--- config.mk ---
export PLATFORM = sky130hd
export DESIGN_NAME = sobol_seq_ctrl_flat
export DESIGN_NICKNAME = d
export VERILOG_FILES = /design/src/rtl/sobol_seq_ctrl_if.sv /design/src/rtl/sobol_seq_ctrl.sv /design/src/flat_wrapper.sv
export SDC_FILE = /design/constraint.sdc
export NUM_CORES = 1
export LEC_CHECK = 0
export CAP_MARGIN = 20
export CORE_UTILIZATION = 52
export CTS_CLUSTER_DIAMETER = 60
export DETAILED_ROUTE_END_ITERATION = 16
export PLACE_DENSITY = 0.82
export REMOVE_ABC_BUFFERS = 1
export SYNTH_ARGS = -nofsm -noshare
export SYNTH_HDL_FRONTEND = slang
export SYNTH_SLANG_ARGS = --single-unit
--- constraint.sdc ---
create_clock -name clk -period 9.1 [get_ports clk]
set_input_delay 1.365 -clock clk [delete_from_list [all_inputs] [get_ports clk]]
set_output_delay 1.365 -clock clk [all_outputs]
set_load 0.01 [all_outputs]
--- src/rtl/sobol_seq_ctrl_if.sv ---
// Handshake bundle between the Sobol batch controller,
// its point generator and the downstream point consumer.
interface sobol_seq_ctrl_if #(
  parameter int CNT_W = 16,
  parameter int PT_W  = 128
);
  logic             cmd_valid;
  logic             cmd_ready;
  logic [CNT_W-1:0] cmd_len;
  logic             cmd_restart;
  logic             gen_clr;
  logic             gen_adv;
  logic [PT_W-1:0]  gen_res;
  logic             pt_valid;
  logic             pt_ready;
  logic [PT_W-1:0]  pt_data;
  logic             pt_last;
  logic [CNT_W-1:0] pt_idx;
  logic             busy;
  logic             done;

  modport master (
    output cmd_valid,
    output cmd_len,
    output cmd_restart,
    output gen_res,
    output pt_ready,
    input  cmd_ready,
    input  gen_clr,
    input  gen_adv,
    input  pt_valid,
    input  pt_data,
    input  pt_last,
    input  pt_idx,
    input  busy,
    input  done
  );

  modport slave (
    input  cmd_valid,
    input  cmd_len,
    input  cmd_restart,
    input  gen_res,
    input  pt_ready,
    output cmd_ready,
    output gen_clr,
    output gen_adv,
    output pt_valid,
    output pt_data,
    output pt_last,
    output pt_idx,
    output busy,
    output done
  );
endinterface

--- src/rtl/sobol_seq_ctrl.sv ---
// Batch controller for a 4-D Sobol point generator with a 2-entry output FIFO.
// Define SOBOL_SKIP_EN to discard the all-zero point 0 after every restart.
module sobol_seq_ctrl #(
  parameter int CNT_W = 16,
  parameter int PT_W  = 128
) (
  input  logic            clk,
  input  logic            rst,
  sobol_seq_ctrl_if.slave bus
);

  typedef enum logic [2:0] {
    IDLE,
    CLR,
    SKIP,
    RUN,
    DRAIN,
    DONE
  } state_e;

  state_e           state_q;
  logic [CNT_W-1:0] len_q;
  logic [CNT_W-1:0] issued_q;
  logic [CNT_W-1:0] acc_q;
  logic             infl_q;
  logic [PT_W-1:0]  mem_q [2];
  logic             wr_ptr_q;
  logic             rd_ptr_q;
  logic [1:0]       cnt_q;
  logic             cmd_ready_q;
  logic             busy_q;
  logic             done_q;
  logic             clr_q;
`ifdef SOBOL_SKIP_EN
  logic             skip_ph_q;
`endif

  logic       accept;
  logic       pop;
  logic       adv;
  logic [1:0] cnt_d;

  assign accept = bus.cmd_valid && cmd_ready_q;
  assign pop    = (cnt_q != 2'd0) && bus.pt_ready;

  // Occupancy after this edge; a slot freed by this cycle's read is reusable.
  assign cnt_d = cnt_q - {1'b0, pop} + {1'b0, infl_q};

  assign adv = (state_q == RUN)
            && (issued_q != len_q)
            && (cnt_d < 2'd2);

`ifdef SOBOL_SKIP_EN
  assign bus.gen_adv = adv
                    || ((state_q == SKIP) && !skip_ph_q);
`else
  assign bus.gen_adv = adv;
`endif

  assign bus.cmd_ready = cmd_ready_q;
  assign bus.busy      = busy_q;
  assign bus.done      = done_q;
  assign bus.gen_clr   = clr_q;
  assign bus.pt_valid  = (cnt_q != 2'd0);
  assign bus.pt_data   = mem_q[rd_ptr_q];
  assign bus.pt_idx    = acc_q;
  assign bus.pt_last   = (cnt_q != 2'd0)
                      && (acc_q == len_q - CNT_W'(1));

  always_ff @(posedge clk) begin
    if (rst) begin
      state_q     <= IDLE;
      len_q       <= '0;
      issued_q    <= '0;
      acc_q       <= '0;
      infl_q      <= 1'b0;
      mem_q[0]    <= '0;
      mem_q[1]    <= '0;
      wr_ptr_q    <= 1'b0;
      rd_ptr_q    <= 1'b0;
      cnt_q       <= 2'd0;
      cmd_ready_q <= 1'b1;
      busy_q      <= 1'b0;
      done_q      <= 1'b0;
      clr_q       <= 1'b0;
`ifdef SOBOL_SKIP_EN
      skip_ph_q   <= 1'b0;
`endif
    end else begin
      infl_q <= adv;
      cnt_q  <= cnt_d;
      if (adv) begin
        issued_q <= issued_q + CNT_W'(1);
      end
      if (infl_q) begin
        mem_q[wr_ptr_q] <= bus.gen_res;
        wr_ptr_q        <= ~wr_ptr_q;
      end
      if (pop) begin
        rd_ptr_q <= ~rd_ptr_q;
        acc_q    <= acc_q + CNT_W'(1);
      end

      unique case (state_q)
        IDLE: begin
          if (accept) begin
            len_q       <= bus.cmd_len;
            cmd_ready_q <= 1'b0;
            busy_q      <= 1'b1;
            if (bus.cmd_restart) begin
              state_q <= CLR;
              clr_q   <= 1'b1;
            end else if (bus.cmd_len != '0) begin
              state_q <= RUN;
            end else begin
              state_q <= DONE;
              done_q  <= 1'b1;
            end
          end
        end
        CLR: begin
          clr_q <= 1'b0;
`ifdef SOBOL_SKIP_EN
          state_q <= SKIP;
`else
          if (len_q != '0) begin
            state_q <= RUN;
          end else begin
            state_q <= DONE;
            done_q  <= 1'b1;
          end
`endif
        end
        SKIP: begin
`ifdef SOBOL_SKIP_EN
          // Phase 0 strobes point 0; phase 1 lets it go by unstored.
          skip_ph_q <= ~skip_ph_q;
          if (skip_ph_q) begin
            if (len_q != '0) begin
              state_q <= RUN;
            end else begin
              state_q <= DONE;
              done_q  <= 1'b1;
            end
          end
`else
          state_q <= IDLE;
`endif
        end
        RUN: begin
          if (issued_q == len_q) begin
            state_q <= DRAIN;
          end
        end
        DRAIN: begin
          if (cnt_d == 2'd0) begin
            state_q <= DONE;
            done_q  <= 1'b1;
          end
        end
        DONE: begin
          state_q     <= IDLE;
          done_q      <= 1'b0;
          busy_q      <= 1'b0;
          cmd_ready_q <= 1'b1;
          issued_q    <= '0;
          acc_q       <= '0;
        end
        default: begin
          state_q <= IDLE;
        end
      endcase
    end
  end

endmodule

--- src/flat_wrapper.sv ---
// flat-port wrapper written by rule: the top's interface ports become plain ports
module sobol_seq_ctrl_flat 
#(
  parameter int CNT_W = 16,
  parameter int PT_W  = 128
)
  (clk, rst, bus_cmd_valid, bus_cmd_len, bus_cmd_restart, bus_gen_res, bus_pt_ready, bus_cmd_ready, bus_gen_clr, bus_gen_adv, bus_pt_valid, bus_pt_data, bus_pt_last, bus_pt_idx, bus_busy, bus_done);
  sobol_seq_ctrl_if #(.CNT_W(CNT_W), .PT_W(PT_W)) bus_i ();
  input  logic clk;
  input  logic rst;
  input wire logic [$bits(bus_i.cmd_valid)-1:0] bus_cmd_valid;
  input wire logic [$bits(bus_i.cmd_len)-1:0] bus_cmd_len;
  input wire logic [$bits(bus_i.cmd_restart)-1:0] bus_cmd_restart;
  input wire logic [$bits(bus_i.gen_res)-1:0] bus_gen_res;
  input wire logic [$bits(bus_i.pt_ready)-1:0] bus_pt_ready;
  output wire logic [$bits(bus_i.cmd_ready)-1:0] bus_cmd_ready;
  output wire logic [$bits(bus_i.gen_clr)-1:0] bus_gen_clr;
  output wire logic [$bits(bus_i.gen_adv)-1:0] bus_gen_adv;
  output wire logic [$bits(bus_i.pt_valid)-1:0] bus_pt_valid;
  output wire logic [$bits(bus_i.pt_data)-1:0] bus_pt_data;
  output wire logic [$bits(bus_i.pt_last)-1:0] bus_pt_last;
  output wire logic [$bits(bus_i.pt_idx)-1:0] bus_pt_idx;
  output wire logic [$bits(bus_i.busy)-1:0] bus_busy;
  output wire logic [$bits(bus_i.done)-1:0] bus_done;
  assign bus_i.cmd_valid = bus_cmd_valid;
  assign bus_i.cmd_len = bus_cmd_len;
  assign bus_i.cmd_restart = bus_cmd_restart;
  assign bus_i.gen_res = bus_gen_res;
  assign bus_i.pt_ready = bus_pt_ready;
  assign bus_cmd_ready = bus_i.cmd_ready;
  assign bus_gen_clr = bus_i.gen_clr;
  assign bus_gen_adv = bus_i.gen_adv;
  assign bus_pt_valid = bus_i.pt_valid;
  assign bus_pt_data = bus_i.pt_data;
  assign bus_pt_last = bus_i.pt_last;
  assign bus_pt_idx = bus_i.pt_idx;
  assign bus_busy = bus_i.busy;
  assign bus_done = bus_i.done;
  sobol_seq_ctrl #(.CNT_W(CNT_W), .PT_W(PT_W)) u_core (.clk(clk), .rst(rst), .bus(bus_i));
endmodule
==> run summary, run 1 <==
status -> finished clean
CTS H-tree lvls -> 2
HP Start -> u_core.bus.done$_SDFFE_PP0P_
DRC -> 0
FF+latch area -> 0.008912 sq mm
Placed Instances -> 1695
Starting Density -> 0.5304
Final Max Slew Viols -> 0
Adder-Cell Fraction of Synth Area -> 0.004364
fraction of synthesized area in multiplexers -> 0.1012
Setup crit start kind -> primary input
commonest cells after routing, fill and taps aside -> clkdlybuf4s50_1 (299), and2_1 (261), edfxtp_1 (256)
grt ovf -> 0
Synth Area in Compound Gates -> 0.03509
Post-Synth Simple-Gate Area -> 0.1794
Port-buffer cells -> 299
post-synth top area share -> 0.5363
fin crit share -> 0.6143
DR vias -> 9640
filler cell count -> 1866
worst path bufs/invs -> 5
RD Place Congestion -> 0.8736
Gate Count Post-Synth -> 1109
Seq cells post-synth -> 317
Avg WL per Cell -> 19.56 um
fin cells -> 1763
crit-path most repeated cell -> inv_1
# Max-Cap Violations -> 0
I/O pin cnt -> 300
worst skew pair latency -> 0.51 ns
reg2reg start -> u_core.cnt_q[1]$_SDFF_PP0_
via/cell ratio -> 5.468
sequential area share after synthesis -> 0.6215
clk buf depth -> 3
Routed met3 length -> 2.862 mm
cell family with most CP delay -> buffers and inverters
fin nets -> 1546
Worst Hold Class -> flop to flop
Post-DRT Antenna Nets -> 0
Synth Area in XOR/XNOR -> 0.03771
die height -> 168.0 um
Final Skew -> 0.01932 ns
Final min period -> 5.590 ns
Mapped Area -> 0.01433 sq mm
unique cell type count in the Yosys netlist -> 58
worst vdd ir -> 0.1319 mV
power density over the cells -> 223.4 mW/mm^2
M1 WL -> 13.78 mm
unrepaired setup endpoints after global routing -> false
final hold violation count -> 0
largest family of logic cells by synthesized area -> simple AND/OR/NAND/NOR gates
vias in the first global route -> 9414
critical path required time -> 7.74 ns
maximum fanout along the worst path -> 10
# setup viols final -> 0
Worst Hold Path EP -> u_core.bus.done$_SDFFE_PP0P_
static leakage -> 6.974 nW
slowest CP cell -> clkdlybuf4s50_1
Worst setup EP type -> output pin
area grow syn2layout -> 30.51%
CP Cell Sequence -> clkdlybuf4s50_1 > o21ai_1 > inv_1 > ha_1 > inv_1 > ha_1 > xor2_1 > xnor2_1 > nand3_1 > inv_1 > clkdlybuf4s50_1
top sig layer -> met4
initial antenna violation count -> 3
first-pass GRT wire length -> 52.07 mm
Synth area leaders -> edfxtp_1 (54%), and2_1 (11%), mux2_2 (10%)
TritonCTS Buffers -> 35
length of routed met2 wiring -> 17.11 mm
async set or reset register ratio after synthesis -> 0
postcts setup bufs -> 0
Sink Count -> 317
Detailed Place HPWL -> 22.50 mm
CTS Hold Bufs -> 0
die area -> 0.02824 sq mm
final wirelength -> 34.48 mm
Worst Path Arrival -> 4.23 ns
Tot GR Track Use -> 0.2401
Clock transition at path regs -> 0.06 ns
Tightest Pin Transition -> 0.9942 ns
Root Buffer -> clkbuf_16
cell area after layout -> 0.01871 sq mm
hold slack -> 0.4714 ns
path depth of the worst reg2reg path -> 9
dominant synthesized flop cell -> edfxtp_1
DRT iter0 DRCs -> 723
FP Rows -> 60
pin count of the biggest net entering global routing -> 87
WS Path Type -> primary input to output pin
leading cell type in the layout, fill and taps excluded -> clkdlybuf4s50_1
Post-DP Area -> 0.01760 sq mm
area leader, netlist -> edfxtp_1
R2R Setup Slk -> 5.91 ns
drt pass-1 iters -> 5
Multi-input gate area -> 0.005159 sq mm
number of synthesized flops with an enable pin -> 256
Achievable Freq -> 0.1789 GHz
setup_tns -> 0 ns
fraction of layout cells with a size suffix above 1 -> 0.1453
syn avg cell area -> 12.93 sq um
crit-path max cell delay -> 0.56 ns
worst r2r dst -> u_core.issued_q[15]$_SDFFE_PP0P_
hold depth -> 1
Slew HR -> 0.3372
chip width -> 168.0 um
core box area -> 0.02703 sq mm
Synthesis Warnings -> 0
CTS resizes -> 0
CTS tree -> done
## cell families (layout without fill, tap and decap cells)
group                    after synthesis  count (layout)
AO/OA/AOI/OAI                         76              76
XOR/XNOR                              60              60
adder cells (fa/ha/maj)                5               5
buffers and inverters                 73             382
flip-flops                           317             317
multiplexers                         129             129
other                                  0               4
AND/OR/NAND/NOR                      449             449
## sequential cells by signal, indices dropped and copies added (netlist names), 2 cells and up, named ones only
register / count
u_core.bus.pt_idx: 16
u_core.cnt_q: 2
u_core.issued_q: 16
u_core.len_q: 16
u_core.mem_q: 256
u_core.state_q: 3
## routing by layer
metal | GRT usage | vias up
li1 | - | 4518
met1 | 0.3015 | 4691
met2 | 0.4112 | 375
met3 | 0.05712 | 56
met4 | 0.07379 | 0
met5 | 0 | -
## where the power goes
part / internal (W) / leakage, nW / switching, W
logic: 0.000564 / 3.29 / 0.000484
registers: 0.00166 / 3.14 / 0.000112
clock network: 0.000797 / 0.541 / 0.000556
total: 0.00303 / 6.97 / 0.00115
## stage by stage
step	setup WS, ns	power [W]	util
after floorplan	0.9134	0.002379	-
after global placement	3.561	0.002822	0.6511
after detailed placement	3.511	0.002846	0.6511
after CTS	3.506	0.004199	0.6916
after global routing	3.336	0.004347	0.6919
final	3.510	0.004179	0.6922
## layout make-up
cell class	instances	area share
clock inverter	14	0.007357
antenna	4	0.0005350
tap	341	0.02281
sequential	317	0.4764
multi-input combinational	719	0.2757
inverter	10	0.002006
timing repair buffer	309	0.1640
clock buffer	49	0.05116
## synth_stat cells (all sizes together) (8+ instances only)
cell type	n
clkbuf	53
nor3	12
edfxtp	256
nand3	19
nor2	44
and2	261
a21oi	28
xor2	36
inv	10
xnor2	23
o21ai	15
dfxtp	61
nand4	9
nand2	55
nor4	14
mux2	128
and3	8
buf	10
## how the worst max path moves through the flow
stage	from	endpoint	slack, ns	cells after the start
3_3_place_gp	bus_pt_ready	bus_gen_adv	3.56	11
2_1_floorplan	rst	u_core.mem_q[1][0]$_SDFFCE_PN0P_	0.91	2
5_1_grt	bus_pt_ready	bus_gen_adv	3.34	11
4_1_cts	bus_pt_ready	bus_gen_adv	3.51	11
3_5_place_dp	bus_pt_ready	bus_gen_adv	3.51	11
6_report	bus_pt_ready	bus_gen_adv	3.51	11
No activity file was read; power rests on OpenSTA's default activity.
==> run 2: changes to the inputs <==
Settings changed: CORE_UTILIZATION 52 to 47, PLACE_DENSITY 0.82 to 0.78.
Clock period 9.1 ns to 4.8 ns, I/O delays scaled along.
==> run summary, run 2 (synthesis results as in run 1) <==
Most flops, register -> u_core.mem_q
core box area -> 0.02980 sq mm (+10%)
Port-buffer cells -> 299 (unchanged)
Achievable Freq -> 0.2357 GHz
Sink Count -> 317 (unchanged)
CTS H-tree lvls -> 2 (unchanged)
Root Buffer -> clkbuf_16
fin nets -> 1549 (+0.19%)
static leakage -> 7.003 nW (+0.41%)
status -> finished clean
Tightest Pin Transition -> 0.8672 ns (-0.1270 ns)
Finished Core Util -> 0.6335 (-0.05869)
CTS Hold Bufs -> 0 (unchanged)
Worst Hold Class -> flop to flop
Tot GR Track Use -> 0.2165 (-0.02360)
vias in the first global route -> 9379 (-0.37%)
Final Max Slew Viols -> 0 (unchanged)
unrepaired setup endpoints after global routing -> false
TritonCTS Buffers -> 36 (+2.9%)
fin crit share -> 0.8837
worst skew pair latency -> 0.51 ns (about the same)
Final min period -> 4.242 ns
leading cell type in the layout, fill and taps excluded -> clkdlybuf4s50_1
Final Skew -> 0.01707 ns (-0.002251 ns)
I/O pin cnt -> 300 (unchanged)
final hold violation count -> 0 (unchanged)
initial antenna violation count -> 7 (+4)
die height -> 176.6 um (+5.1%)
pin count of the biggest net entering global routing -> 129 (+48%)
Setup crit start kind -> flop
CTS tree -> done
filler cell count -> 2276 (+22%)
CTS resizes -> 0 (unchanged)
Largest register FFs -> 256 (unchanged)
worst vdd ir -> 0.3355 mV (+150%)
Slew HR -> 0.4219 (+0.08467)
worst slack at placement -> 0.8396 ns (-2.672 ns)
RD Place Congestion -> 0.8757 (+0.24%)
clk buf depth -> 3 (unchanged)
hold slack -> 0.4686 ns (-0.002862 ns)
fraction of layout cells with a size suffix above 1 -> 0.1437 (-0.001613)
die area -> 0.03120 sq mm (+11%)
first-pass GRT wire length -> 52.27 mm (+0.38%)
area grow syn2layout -> 31.68%
Post-DRT Antenna Nets -> 0 (unchanged)
maximum fanout along the worst path -> 8 (-2)
Starting Density -> 0.4811 (-0.04931)
Detailed Place HPWL -> 22.88 mm (+1.7%)
power density over the cells -> 425.0 mW/mm^2 (+90%)
grt ovf -> 0 (unchanged)
DRT iter0 DRCs -> 705 (-2.5%)
FP Rows -> 63 (+5.0%)
DRC -> 0 (unchanged)
Clock transition at path regs -> 0.06 ns (about the same)
Avg WL per Cell -> 19.01 um (-2.8%)
Worst Path Arrival -> 3.52 ns (-0.71 ns)
WS Path Type -> flop to output pin
chip width -> 176.6 um (+5.1%)
commonest cells after routing, fill and taps aside -> clkdlybuf4s50_1 (299), and2_1 (261), edfxtp_1 (256)
# setup viols final -> 0 (unchanged)
drt pass-1 iters -> 5 (unchanged)
critical path required time -> 4.08 ns (-3.66 ns)
# Max-Cap Violations -> 0 (unchanged)
final wirelength -> 34.52 mm (+0.10%)
via/cell ratio -> 5.282 (-3.4%)
DR vias -> 9593 (-0.49%)
setup ws final -> 0.5581 ns (-2.952 ns)
postcts setup bufs -> 0 (unchanged)
Worst setup EP type -> output pin
## run 2: cell count changes in the layout (fill, tap and decap cells not counted), sizes merged
cell      before  now
inv           12   13
clkbuf        49   51
buf           10   12
bufinv         2    3
clkinv        10    5
clkinvlp       0    1
diode          4    6
## run 2: stage by stage
stage	power, W	cell area [sq um]	instances	TNS, ns
6_report	0.008023	18880	1816	0
5_1_grt	0.008343	18870	1814	0
3_5_place_dp	0.005420	17730	1747	0
3_3_place_gp	0.005378	17730	1747	0
2_1_floorplan	0.004510	14070	1046	-791.31
4_1_cts	0.008082	18860	1810	0
## run 2: routing by layer
layer,up-vias,GRT usage,wire length (um)
met5,-,0,13
met4,2,0.08046,1096
met3,67,0.04918,2528
met2,331,0.3645,16820
met1,4665,0.2715,14060
li1,4528,-,-
## run 2: critical path, cell delays in order, from the launching register on
cell             delay [ns]
dfxtp_1                0.37
inv_1                  0.08
ha_1                   0.24
or4b_4                 0.57
a2111oi_4              0.29
a21oi_1                0.07
o22a_1                 0.16
a2111o_1               0.40
a221oi_2               0.20
clkdlybuf4s50_1        0.63
## run 2: final timing paths
check                                from                               end  slack [ns]  cells past startpoint
max reg2reg    u_core.cnt_q[1]$_SDFF_PP0_  u_core.issued_q[15]$_SDFFE_PP0P_        1.62                      9
min reg2reg  u_core.bus.busy$_SDFFE_PP0P_      u_core.bus.busy$_SDFFE_PP0P_        0.47                      2
max          u_core.len_q[0]$_SDFFE_PP0P_                       bus_pt_last        0.56                      9
min          u_core.bus.busy$_SDFFE_PP0P_      u_core.bus.busy$_SDFFE_PP0P_        0.47                      2
## run 2: layout make-up
cell class / count / area, sq um / share of cell area
timing repair buffer: 311 / 3133 / 0.1660
antenna: 6 / 15.01 / 0.0007954
clock inverter: 12 / 143.9 / 0.007622
tap: 390 / 488.0 / 0.02585
clock buffer: 51 / 988.4 / 0.05236
sequential: 317 / 8912 / 0.4721
multi-input combinational: 719 / 5159 / 0.2733
inverter: 10 / 37.54 / 0.001988
## run 2: power by group
group | internal [W] | leakage (nW) | total, W | switching (W)
logic | 0.00108 | 3.32 | 0.00202 | 0.000933
registers | 0.00316 | 3.14 | 0.00335 | 0.000197
clock network | 0.00160 | 0.545 | 0.00265 | 0.00105
total | 0.00584 | 7.00 | 0.00802 | 0.00218
==> run 3: changes to the inputs <==
Settings changed: SKIP_LAST_GASP set to 1.
==> results of run 3 <==
The final DEF is identical to that of run 2; final timing and power are the same.
